[src/rtl/imm_fetch_if.sv]
// imm_fetch_if: byte-stream input and extended-operand output handshake bundle for imm_fetch_ext.
interface imm_fetch_if #(
    parameter int N = 8,
    parameter int OUT_W = 16
);
    logic in_valid;
    logic in_ready;
    logic [N-1:0] in_data;
    logic out_valid;
    logic out_ready;
    logic [OUT_W-1:0] num;
    logic long_flag;
    logic err;
    modport master(output in_valid, in_data, out_ready, input in_ready, out_valid, num, long_flag, err);
    modport slave(input in_valid, in_data, out_ready, output in_ready, out_valid, num, long_flag, err);
endinterface

[src/rtl/imm_fetch_ext.sv]
// imm_fetch_ext: short/long immediate extractor between the fetch byte stream and the operand mux.
// Optional COLLECT idle timeout with one-cycle err pulse when IMM_TIMEOUT_EN is defined.
module imm_fetch_ext #(
    parameter int N = 8,
    parameter int IMM_W = 3,
    parameter int OUT_W = 16,
    parameter int EXT_BYTES = 2,
    parameter int TIMEOUT = 15
) (
    input logic clk,
    input logic rst,
    imm_fetch_if.slave bus
);
    localparam int ACC_W = EXT_BYTES * N;
    localparam int CW = $clog2(EXT_BYTES + 1);
    typedef enum logic [1:0] {IDLE, COLLECT, HOLD} state_t;
    state_t state, state_nxt;
    logic [CW-1:0] cnt;
    logic [ACC_W-1:0] acc, acc_ins;
    logic [OUT_W-1:0] num;
    logic long_flag, err, take, last, abort;
    if (IMM_W > N - 2 || OUT_W < IMM_W || EXT_BYTES < 1 || TIMEOUT < 1) begin : g_bad_cfg
        $error("imm_fetch_ext: illegal parameter combination");
    end
`ifdef IMM_TIMEOUT_EN
    localparam int TW = $clog2(TIMEOUT + 1);
    logic [TW-1:0] idle;
    assign abort = state == COLLECT && !bus.in_valid && idle == TW'(TIMEOUT - 1);
    always_ff @(posedge clk)
        idle <= (rst || state != COLLECT || take) ? '0 : idle + 1'b1;
`else
    assign abort = 1'b0;
`endif
    assign bus.in_ready = state != HOLD;
    assign bus.out_valid = state == HOLD;
    assign bus.num = num;
    assign bus.long_flag = long_flag;
    assign bus.err = err;
    always_comb begin
        take = bus.in_valid && state != HOLD;
        last = cnt == CW'(EXT_BYTES - 1);
        acc_ins = acc;
        acc_ins[int'(cnt)*N +: N] = bus.in_data;
        state_nxt = state;
        case (state)
            IDLE: state_nxt = take ? (bus.in_data[N-1] ? COLLECT : HOLD) : IDLE;
            COLLECT: state_nxt = (take && last) ? HOLD : (abort ? IDLE : COLLECT);
            HOLD: state_nxt = bus.out_ready ? IDLE : HOLD;
            default: state_nxt = IDLE;
        endcase
    end
    always_ff @(posedge clk) begin
        if (rst) begin
            state <= IDLE;
            num <= '0;
            long_flag <= 1'b0;
            err <= 1'b0;
            cnt <= '0;
            acc <= '0;
        end else begin
            state <= state_nxt;
            err <= abort;
            if (take && state == IDLE) begin
                long_flag <= bus.in_data[N-1];
                if (bus.in_data[N-1]) begin
                    cnt <= '0;
                    acc <= '0;
                end else begin
                    num <= bus.in_data[N-2] ? OUT_W'($signed(bus.in_data[IMM_W-1:0]))
                                            : OUT_W'(bus.in_data[IMM_W-1:0]);
                end
            end
            if (take && state == COLLECT) begin
                acc <= acc_ins;
                cnt <= cnt + 1'b1;
                if (last) num <= OUT_W'(acc_ins);
            end
            if (abort) begin
                acc <= '0;
                cnt <= '0;
                long_flag <= 1'b0;
            end
        end
    end
endmodule

[src/flat_wrapper.sv]
// flat-port wrapper written by rule: the top's interface ports become plain ports
module imm_fetch_ext_flat 
#(
    parameter int N = 8,
    parameter int IMM_W = 3,
    parameter int OUT_W = 16,
    parameter int EXT_BYTES = 2,
    parameter int TIMEOUT = 15
)
  (clk, rst, bus_in_valid, bus_in_data, bus_out_ready, bus_in_ready, bus_out_valid, bus_num, bus_long_flag, bus_err);
  imm_fetch_if #(.N(N), .OUT_W(OUT_W)) bus_i ();
  input logic clk;
  input logic rst;
  input wire logic [$bits(bus_i.in_valid)-1:0] bus_in_valid;
  input wire logic [$bits(bus_i.in_data)-1:0] bus_in_data;
  input wire logic [$bits(bus_i.out_ready)-1:0] bus_out_ready;
  output wire logic [$bits(bus_i.in_ready)-1:0] bus_in_ready;
  output wire logic [$bits(bus_i.out_valid)-1:0] bus_out_valid;
  output wire logic [$bits(bus_i.num)-1:0] bus_num;
  output wire logic [$bits(bus_i.long_flag)-1:0] bus_long_flag;
  output wire logic [$bits(bus_i.err)-1:0] bus_err;
  assign bus_i.in_valid = bus_in_valid;
  assign bus_i.in_data = bus_in_data;
  assign bus_i.out_ready = bus_out_ready;
  assign bus_in_ready = bus_i.in_ready;
  assign bus_out_valid = bus_i.out_valid;
  assign bus_num = bus_i.num;
  assign bus_long_flag = bus_i.long_flag;
  assign bus_err = bus_i.err;
  imm_fetch_ext #(.N(N), .IMM_W(IMM_W), .OUT_W(OUT_W), .EXT_BYTES(EXT_BYTES), .TIMEOUT(TIMEOUT)) u_core (.clk(clk), .rst(rst), .bus(bus_i));
endmodule
[config.mk]
export PLATFORM = sky130hd
export DESIGN_NAME = imm_fetch_ext_flat
export DESIGN_NICKNAME = d
export VERILOG_FILES = /design/src/rtl/imm_fetch_if.sv /design/src/rtl/imm_fetch_ext.sv /design/src/flat_wrapper.sv
export SDC_FILE = /design/constraint.sdc
export NUM_CORES = 1
export LEC_CHECK = 0
export CORE_UTILIZATION = 53
export DETAILED_ROUTE_END_ITERATION = 12
export HOLD_SLACK_MARGIN = 0.03
export PLACE_DENSITY_LB_ADDON = 0.25
export SETUP_SLACK_MARGIN = 0.4
export SYNTH_ARGS = -nofsm -noshare
export SYNTH_HDL_FRONTEND = slang
export SYNTH_SLANG_ARGS = --single-unit
[constraint.sdc]
create_clock -name clk -period 2.4 [get_ports clk]
set_input_delay 0.6 -clock clk [delete_from_list [all_inputs] [get_ports clk]]
set_output_delay 0.6 -clock clk [all_outputs]
set_load 0.01 [all_outputs]
==> flow_summary.json, run 1 <==
{
  "hp-class": "flop to flop",
  "start_util_pct": 57.75,
  "synth_fa_ha_area_share_pct": 2.532,
  "antenna_found_initial": 0,
  "worst_r2r_endpoint": "u_core.bus.num[4]$_SDFF_PP0_",
  "grt_pass1_vias": 1123,
  "worstPathRequired_ps": 2620,
  "reg2reg_slack_ps": 550,
  "ys_seq_area_share_pct": 39.16,
  "async_reset_ff_share_pct": 0,
  "endpoint": "u_core.bus.num[2]$_SDFF_PP0_",
  "clock-sinks": 29,
  "diodes": 0,
  "syn_to_final_growth_pct": 24.39,
  "insertion_delay_ps": 320,
  "leakage_nw": 0.7009,
  "crit_arrival_ps": 2130,
  "grt_start_max_net_pins": 19,
  "io_pins": 32,
  "synth_most_common_cell": "dfxtp_1",
  "holdBufCountCts": 0,
  "synth_area_mm2": 0.001483,
  "synth_compound_area_share_pct": 26.92,
  "power.density_mw_per_mm2": 524.0,
  "grt_pass1_wl_mm": 5.230,
  "cp_num_buf_inv": 1,
  "yosysTopAreaCell": "dfxtp_1",
  "worstSetupPathType": "input port to flop",
  "synthTopCellsByArea": "dfxtp_1 39%, o2bb2ai_1 7.1%, a311oi_1 5.3%",
  "multi_input_area_um2": 779.5,
  "yosys-top-cells-count": "29 x dfxtp_1, 14 x nand2_1, 12 x o2bb2ai_1",
  "synth_top_family_by_area": "compound AO/OA/AOI/OAI gates",
  "synth_nets": 164,
  "holdCritStartpoint": "u_core.acc[2]$_SDFFE_PP0P_",
  "layout-drive-gt1-share_pct": 15.47,
  "path_max_fanout": 12,
  "place.gp.congestion": 0.8187,
  "ys.flop_type": "dfxtp_1",
  "slowest_stage": "or4b_4",
  "syn_inst": 149,
  "grt_overflow": 0,
  "status": "complete, no violations",
  "whs_ps": 461.4,
  "rsz0062_at_grt": "no",
  "vias": 1246,
  "irDropWorstVdd_uv": 455.7,
  "synthMuxAreaShare_pct": 4.051,
  "reg2reg_depth": 6,
  "drv_cap": 0,
  "synth_enable_flop_cells": 0,
  "ant_nets": 0,
  "crit_chain": "clkdlybuf4s50_1 -> or4b_4 -> mux2i_1 -> o2bb2ai_1",
  "synth-seq-cells": 29,
  "dieWidth_um": 54.89,
  "cts_tree": "built",
  "vias_per_cell": 5.905,
  "die-area_mm2": 0.003013,
  "drtPass1Iterations": 4,
  "synth-simple-area-share_pct": 18.48,
  "netlist.area_leader.share_pct": 39.16,
  "synth-xor-area-share_pct": 0,
  "fillers": 208,
  "cpPeakStageDelay_ps": 710,
  "rows": 18,
  "final_util_pct": 71.83,
  "clk_pin_slew_ps": 90,
  "maxSlewViolCount": 0,
  "power_mw": 0.9664,
  "placeableCoreArea_mm2": 0.002567,
  "setup_viol": 0,
  "clockBufferDepth": 2,
  "grt_usage_pct": 25.21,
  "r2r_start": "u_core.cnt[0]$_SDFFE_PP0P_",
  "fin_nets": 196,
  "crit_family": "simple AND/OR/NAND/NOR gates",
  "cp-startpoint": "bus_in_data[7]",
  "skew_ps": 9.526,
  "routed_wl_mm": 3.218,
  "hold_viol_final": 0,
  "start_kind": "input port",
  "final.min_clock_period_ps": 1913,
  "root_buffer": "clkbuf_4",
  "h-tree-depth": 2,
  "dp_hpwl_mm": 2.379,
  "drtIter0Drc": 46,
  "avgSynthCellArea_um2": 9.951,
  "die_h_um": 54.89,
  "tns_ps": 0,
  "cp-end-kind": "flop",
  "yosysUniqueCellTypes": 39,
  "clock.fmax_mhz": 522.9,
  "cts_buffers": 5,
  "avgRoutedWirePerCell_um": 15.25,
  "regArea_um2": 588.1,
  "portBuffers": 30,
  "min_period_over_period_pct": 79.69,
  "yosysWarningCount": 0,
  "drcViolationCount": 0,
  "cp_num_cells": 4
}
how the worst min path moves through the flow:
stage | end | slack (ps) | depth (start not counted)
CTS | u_core.acc[2]$_SDFFE_PP0P_ | 460 | 1
global route | u_core.acc[0]$_SDFFE_PP0P_ | 480 | 1
floorplan | u_core.acc[0]$_SDFFE_PP0P_ | 420 | 1
detailed placement | u_core.acc[2]$_SDFFE_PP0P_ | 440 | 1
finish | u_core.acc[2]$_SDFFE_PP0P_ | 460 | 1
global placement | u_core.acc[2]$_SDFFE_PP0P_ | 440 | 1
final cells by class:
type	instances	share of cell area, %
timing repair buffer	39	20.01
clock buffer	7	2.985
tap	30	2.035
multi-input combinational	102	42.27
inverter	4	0.8141
sequential	29	31.89
flip-flops by register name (all words and copies together) (netlist names):
name                  cells
u_core.state              2
u_core.acc                8
u_core.bus.long_flag      1
u_core.bus.num           16
u_core.cnt                2
stage by stage:
stage / cell area [um2] / instances / setup WS (ps)
final: 1844 / 211 / 487.4
after global placement: 1760 / 202 / 200.1
after floorplan: 1483 / 149 / 664.6
after global routing: 1844 / 211 / 409.8
after CTS: 1822 / 209 / 357.1
after detailed placement: 1760 / 202 / 114.4
kinds of logic after synthesis:
kind of cell	Yosys count
buffers and inverters	18
flip-flops	29
AND/OR/NAND/NOR	41
AO/OA/AOI/OAI	51
other	1
adder cells (fa/ha/maj)	3
multiplexers	6
layout by cell type (no fill, tap or decap), types with 3 or more instances in the layout:
cell,count
a211oi_1,8
a21o_1,3
a21oi_1,8
a311oi_1,9
a31oi_1,7
and2b_1,4
buf_4,9
clkbuf_4,5
clkdlybuf4s50_1,28
dfxtp_1,27
ha_1,3
inv_1,4
mux2i_1,6
nand2_1,14
nor2b_1,4
o2bb2ai_1,12
timing repair:
action	CTS	global route
cloned	0	0
setup buffers	0	2
pin swaps	0	1
setup endpoints to repair	2	8
gates resized for setup	5	3
routing by layer:
| layer | part of all wire [%] | global-route usage [%] |
|---|---|---|
| met1 | 46 | 33.17 |
| met4 | 1.4 | 8.750 |
| met5 | 0 | 0 |
| met3 | 5.8 | 7.377 |
| met2 | 47 | 39.16 |
power breakdown:
group	switching (mW)	internal (mW)
Clock	0.154	0.138
Combinational	0.0780	0.0821
Sequential	0.0161	0.498
No activity file was read; power rests on OpenSTA's default activity.
==> inputs of run 2 (changes only) <==
CORE_UTILIZATION = 44   (was 53)
clock period = 1.6 ns   (was 2.4 ns; I/O delays follow)
==> run 2 against run 1 <==
Compared with the run above: register-to-register slack worse by 500 ps; largest power group unchanged; worst hold slack gained 3.5 ps; die area rose by 20%; highest routed layer unchanged; largest cell class unchanged.
==> flow_summary.json, run 2 (same netlist as run 1, synthesis figures left out) <==
{
  "status": "complete, no violations",
  "crit_arrival_ps": 1820,
  "drv_cap": 0,
  "layout-drive-gt1-share_pct": 63.59,
  "start_util_pct": 47.40,
  "routed_wl_mm": 5.091,
  "pwr-share-comb_pct": 26.7,
  "antenna_found_initial": 0,
  "h-tree-depth": 2,
  "worstSetupPathType": "flop to flop",
  "fin_nets": 231,
  "avgRoutedWirePerCell_um": 19.51,
  "grt_start_max_net_pins": 13,
  "dp_hpwl_mm": 2.509,
  "grt_usage_pct": 26.18,
  "place.gp.congestion": 0.7896,
  "vias": 1542,
  "r2r_start": "u_core.cnt[1]$_SDFFE_PP0P_",
  "switching_share_pct": 31.05,
  "clk_pin_slew_ps": 110,
  "p_clk_share_pct": 27.1,
  "holdBufCountCts": 0,
  "whs_ps": 464.9,
  "start_kind": "flop",
  "final_cell_mix": "30 x buf_6, 25 x buf_4, 19 x dfxtp_2",
  "crit_family": "simple AND/OR/NAND/NOR gates",
  "reg_top3": "u_core.bus.num (16), u_core.acc (8)",
  "endpoint": "u_core.bus.num[11]$_SDFF_PP0_",
  "maxSlewViolCount": 0,
  "worst_r2r_endpoint": "u_core.bus.num[11]$_SDFF_PP0_",
  "leakage_nw": 1.012,
  "crit_chain": "inv_4 -> ha_1 -> nand4b_4 -> buf_2 -> nor3b_4 -> o2bb2ai_1",
  "cp_num_buf_inv": 2,
  "cts_buffers": 5,
  "worstPathRequired_ps": 1880,
  "diodes": 0,
  "grt_pass1_wl_mm": 6.831,
  "tns_ps": 0,
  "ant_nets": 0,
  "clock.fmax_mhz": 645.4,
  "cpPeakStageDelay_ps": 340,
  "switchingPower_mw": 0.5196,
  "irDropWorstVdd_uv": 496.7,
  "die-area_mm2": 0.003606,
  "hp-class": "flop to flop",
  "vias_per_cell": 5.908,
  "cp-end-kind": "flop",
  "final_common_cell": "buf_6",
  "syn_to_final_growth_pct": 71.39,
  "root_buffer": "clkbuf_4",
  "top_register": "u_core.bus.num",
  "p_int_mw": 1.153,
  "io_pins": 32,
  "clock-sinks": 29,
  "holdCritStartpoint": "u_core.acc[3]$_SDFFE_PP0P_",
  "cp_num_cells": 6,
  "rsz0062_at_grt": "yes",
  "min_period_over_period_pct": 96.84,
  "drcViolationCount": 0,
  "skew_ps": 11.86,
  "slowest_stage": "dfxtp_2",
  "grt_overflow": 0,
  "insertion_delay_ps": 350,
  "portBuffers": 30,
  "reg2reg_depth": 6,
  "power_mw": 1.673,
  "dieWidth_um": 60.05,
  "drtIter0Drc": 73,
  "placeableCoreArea_mm2": 0.003128,
  "reg2reg_slack_ps": 50,
  "grt_pass1_vias": 1412,
  "hold_viol_final": 0,
  "largest_reg_flops": 16,
  "clockBufferDepth": 2,
  "drtPass1Iterations": 4,
  "rows": 20,
  "final_util_pct": 81.24,
  "path_max_fanout": 6,
  "die_h_um": 60.05,
  "power.density_mw_per_mm2": 658.4,
  "cp-startpoint": "u_core.cnt[1]$_SDFFE_PP0P_",
  "final.min_clock_period_ps": 1549,
  "pwr-share-seq_pct": 46.2,
  "cts_tree": "built",
  "setup_viol": 0
}
## run 2: how the worst min path moves through the flow
stage	end	slack (ps)	cells after the start
2_1_floorplan	u_core.acc[0]$_SDFFE_PP0P_	420	1
3_3_place_gp	u_core.acc[2]$_SDFFE_PP0P_	440	1
3_5_place_dp	u_core.acc[3]$_SDFFE_PP0P_	440	1
4_1_cts	u_core.acc[3]$_SDFFE_PP0P_	470	1
5_1_grt	u_core.acc[1]$_SDFFE_PP0P_	500	1
6_report	u_core.acc[3]$_SDFFE_PP0P_	460	1
## run 2: power groups by stage
stage	clock (mW)	combinational, mW	sequential (mW)
after floorplan	0	0.158	0.787
after global placement	0	0.279	0.779
after detailed placement	0	0.284	0.780
after CTS	0.449	0.365	0.770
after global routing	0.505	0.468	0.775
final	0.453	0.447	0.773
## run 2: per-layer routing
metal	global-route usage (%)	vias to the layer above	routed length [um]
li1	-	704	-
met1	31.35	750	2151
met2	43.49	71	2526
met3	7.576	17	292
met4	10.96	0	121
met5	0	-	0
## run 2: what timing repair did
item	in CTS	in global routing
pin swaps	10	11
endpoints found under the setup margin	47	47
gates resized for setup	138	37
buffers inserted	14	7
cloned	3	2
## run 2: layout make-up
type	instances	area, um2
Timing Repair Buffer	71	713.2
Inverter	4	20.02
Sequential cell	29	608.1
Tap cell	44	55.05
Fill cell	161	586.8
Multi-Input combinational cell	105	1090
Clock buffer	5	37.54
Clock inverter	3	17.52
## run 2: metrics by stage
step,std cells,setup WS [ps],instance area [um2]
3_5_place_dp,227,-351.6,1918
2_1_floorplan,149,111.2,1525
4_1_cts,252,82.89,2307
5_1_grt,261,-2.118,2541
6_report,261,50.62,2541
3_3_place_gp,227,-324.4,1918
==> inputs of run 3 (changes only) <==
CORE_UTILIZATION = 30   (was 44)
CTS_CLUSTER_SIZE = 14   (was default)
==> run 3 against run 2 <==
Compared with the run above: design area is 1.7% lower; first-iteration DRC count is 53% higher; sequential share of layout area is 0.12 points higher; maximum frequency is 2.9% higher; combinational power is 8.5% lower; utilization is 29 points lower; worst setup slack better by 43 ps.
==> flow_summary.json, run 3 (same netlist as run 1, synthesis figures left out) <==
{
  "rsz0062_at_grt": "yes",
  "worstSetupPathType": "flop to flop",
  "cts_tree": "built",
  "final_common_cell": "buf_4",
  "worstPathRequired_ps": 1800,
  "largest_reg_flops": 16,
  "final.min_clock_period_ps": 1506,
  "cp-end-kind": "flop",
  "drtIter0Drc": 112,
  "ant_nets": 0,
  "die_h_um": 72.30,
  "whs_ps": 455.2,
  "vias_per_cell": 5.063,
  "grt_usage_pct": 17.54,
  "placeableCoreArea_mm2": 0.004755,
  "min_period_over_period_pct": 94.15,
  "dp_hpwl_mm": 2.621,
  "layout-drive-gt1-share_pct": 58.99,
  "clockBufferDepth": 2,
  "drcViolationCount": 0,
  "top_register": "u_core.bus.num",
  "dieWidth_um": 72.30,
  "status": "complete, no violations",
  "vias": 1438,
  "path_max_fanout": 4,
  "worst_r2r_endpoint": "u_core.bus.num[2]$_SDFF_PP0_",
  "leakage_nw": 1.023,
  "antenna_found_initial": 0,
  "irDropWorstVdd_uv": 274.2,
  "placed_cells": 250,
  "drv_cap": 0,
  "r2r_start": "u_core.cnt[1]$_SDFFE_PP0P_",
  "clock.fmax_mhz": 663.8,
  "holdCritStartpoint": "u_core.acc[2]$_SDFFE_PP0P_",
  "holdBufCountCts": 0,
  "diodes": 0,
  "routed_wl_mm": 4.640,
  "power_mw": 1.747,
  "crit_arrival_ps": 1710,
  "grt_pass1_wl_mm": 6.886,
  "holdPathStages": 1,
  "clock-sinks": 29,
  "cts_buffers": 5,
  "reg2reg_depth": 5,
  "final_cell_mix": "28 x buf_4, 17 x buf_2, 17 x dfxtp_1",
  "avgRoutedWirePerCell_um": 16.34,
  "power.density_mw_per_mm2": 699.5,
  "start_util_pct": 31.18,
  "skew_ps": 8.484,
  "tns_ps": 0,
  "setup_viol": 0,
  "min_to": "u_core.acc[2]$_SDFFE_PP0P_",
  "hold_viol_final": 0,
  "h-tree-depth": 2,
  "start_kind": "flop",
  "io_pins": 32,
  "clk_pin_slew_ps": 60,
  "syn_to_final_growth_pct": 68.44,
  "grt_start_max_net_pins": 14,
  "fin_nets": 231,
  "maxSlewViolCount": 0,
  "hp-class": "flop to flop",
  "portBuffers": 30,
  "place.gp.congestion": 0.7392,
  "die-area_mm2": 0.005227,
  "grt_pass1_vias": 1379,
  "insertion_delay_ps": 280,
  "fin_cells": 284,
  "reg2reg_slack_ps": 90,
  "root_buffer": "clkbuf_8",
  "drtPass1Iterations": 4,
  "rows": 25,
  "reg_top3": "u_core.bus.num (16), u_core.acc (8)",
  "grt_overflow": 0,
  "fillers": 422
}
[run 3: cell count changes in the layout (fill, tap and decap cells not counted), moves of 4 or more]
cell / previous run / this run
dfxtp_2: 19 / 10
clkbuf_8: 0 / 5
buf_6: 30 / 8
o2bb2ai_1: 8 / 12
o2bb2ai_2: 4 / 0
a31oi_1: 1 / 5
a31oi_4: 6 / 2
nand2_2: 0 / 4
nand2_1: 14 / 10
buf_2: 1 / 17
dfxtp_1: 9 / 17
clkbuf_4: 5 / 0
[run 3: cell type report]
class / instances / area [um2] / area share [%]
Sequential cell: 29 / 600.6 / 24.05
Tap cell: 67 / 83.83 / 3.357
Multi-Input combinational cell: 105 / 1067 / 42.74
Timing Repair Buffer: 71 / 645.6 / 25.85
Clock buffer: 6 / 72.57 / 2.906
Clock inverter: 2 / 10.01 / 0.4008
Inverter: 4 / 17.52 / 0.7014
[run 3: worst max path at each step]
stage	from	end	cells past startpoint
floorplan	bus_in_data[7]	u_core.bus.num[2]$_SDFF_PP0_	5
global placement	bus_in_data[7]	u_core.bus.num[2]$_SDFF_PP0_	4
detailed placement	bus_in_data[7]	u_core.bus.num[2]$_SDFF_PP0_	4
CTS	u_core.cnt[1]$_SDFFE_PP0P_	u_core.bus.num[2]$_SDFF_PP0_	5
global route	u_core.cnt[1]$_SDFFE_PP0P_	u_core.bus.num[0]$_SDFF_PP0_	7
finish	u_core.cnt[1]$_SDFFE_PP0P_	u_core.bus.num[2]$_SDFF_PP0_	5
[run 3: where the power goes]
part           internal (mW)  switching (mW)
Combinational          0.212           0.197
Clock                  0.300           0.272
Sequential             0.750          0.0162
Total                   1.26           0.485
[run 3: metrics by stage]
step | utilization [%] | setup WS, ps | cell area, um2
4_1_cts | 47.58 | 96.08 | 2262
3_3_place_gp | 40.68 | -324.0 | 1934
6_report | 52.53 | 93.61 | 2497
5_1_grt | 52.53 | 30.59 | 2497
2_1_floorplan | - | 111.2 | 1525
3_5_place_dp | 40.68 | -378.1 | 1934
[run 3: worst max-delay path: stages, from the launching register on]
cell and delay (ps):
dfxtp_2 340, inv_4 60, ha_4 240, or4bb_1 490, a21oi_2 180, o2bb2ai_1 120
[run 3: metal layers]
metal | wire, um | track usage [%]
met1 | 1924 | 20.72
met2 | 2398 | 29.39
met3 | 196 | 5.556
met4 | 121 | 7.190
met5 | 0 | 0
[run 3: timing repair]
action / in CTS / in global routing
pin swaps: 13 / 26
endpoints found under the setup margin: 48 / 31
buffers inserted: 14 / 7
resized for setup: 113 / 38
cloned: 4 / 1
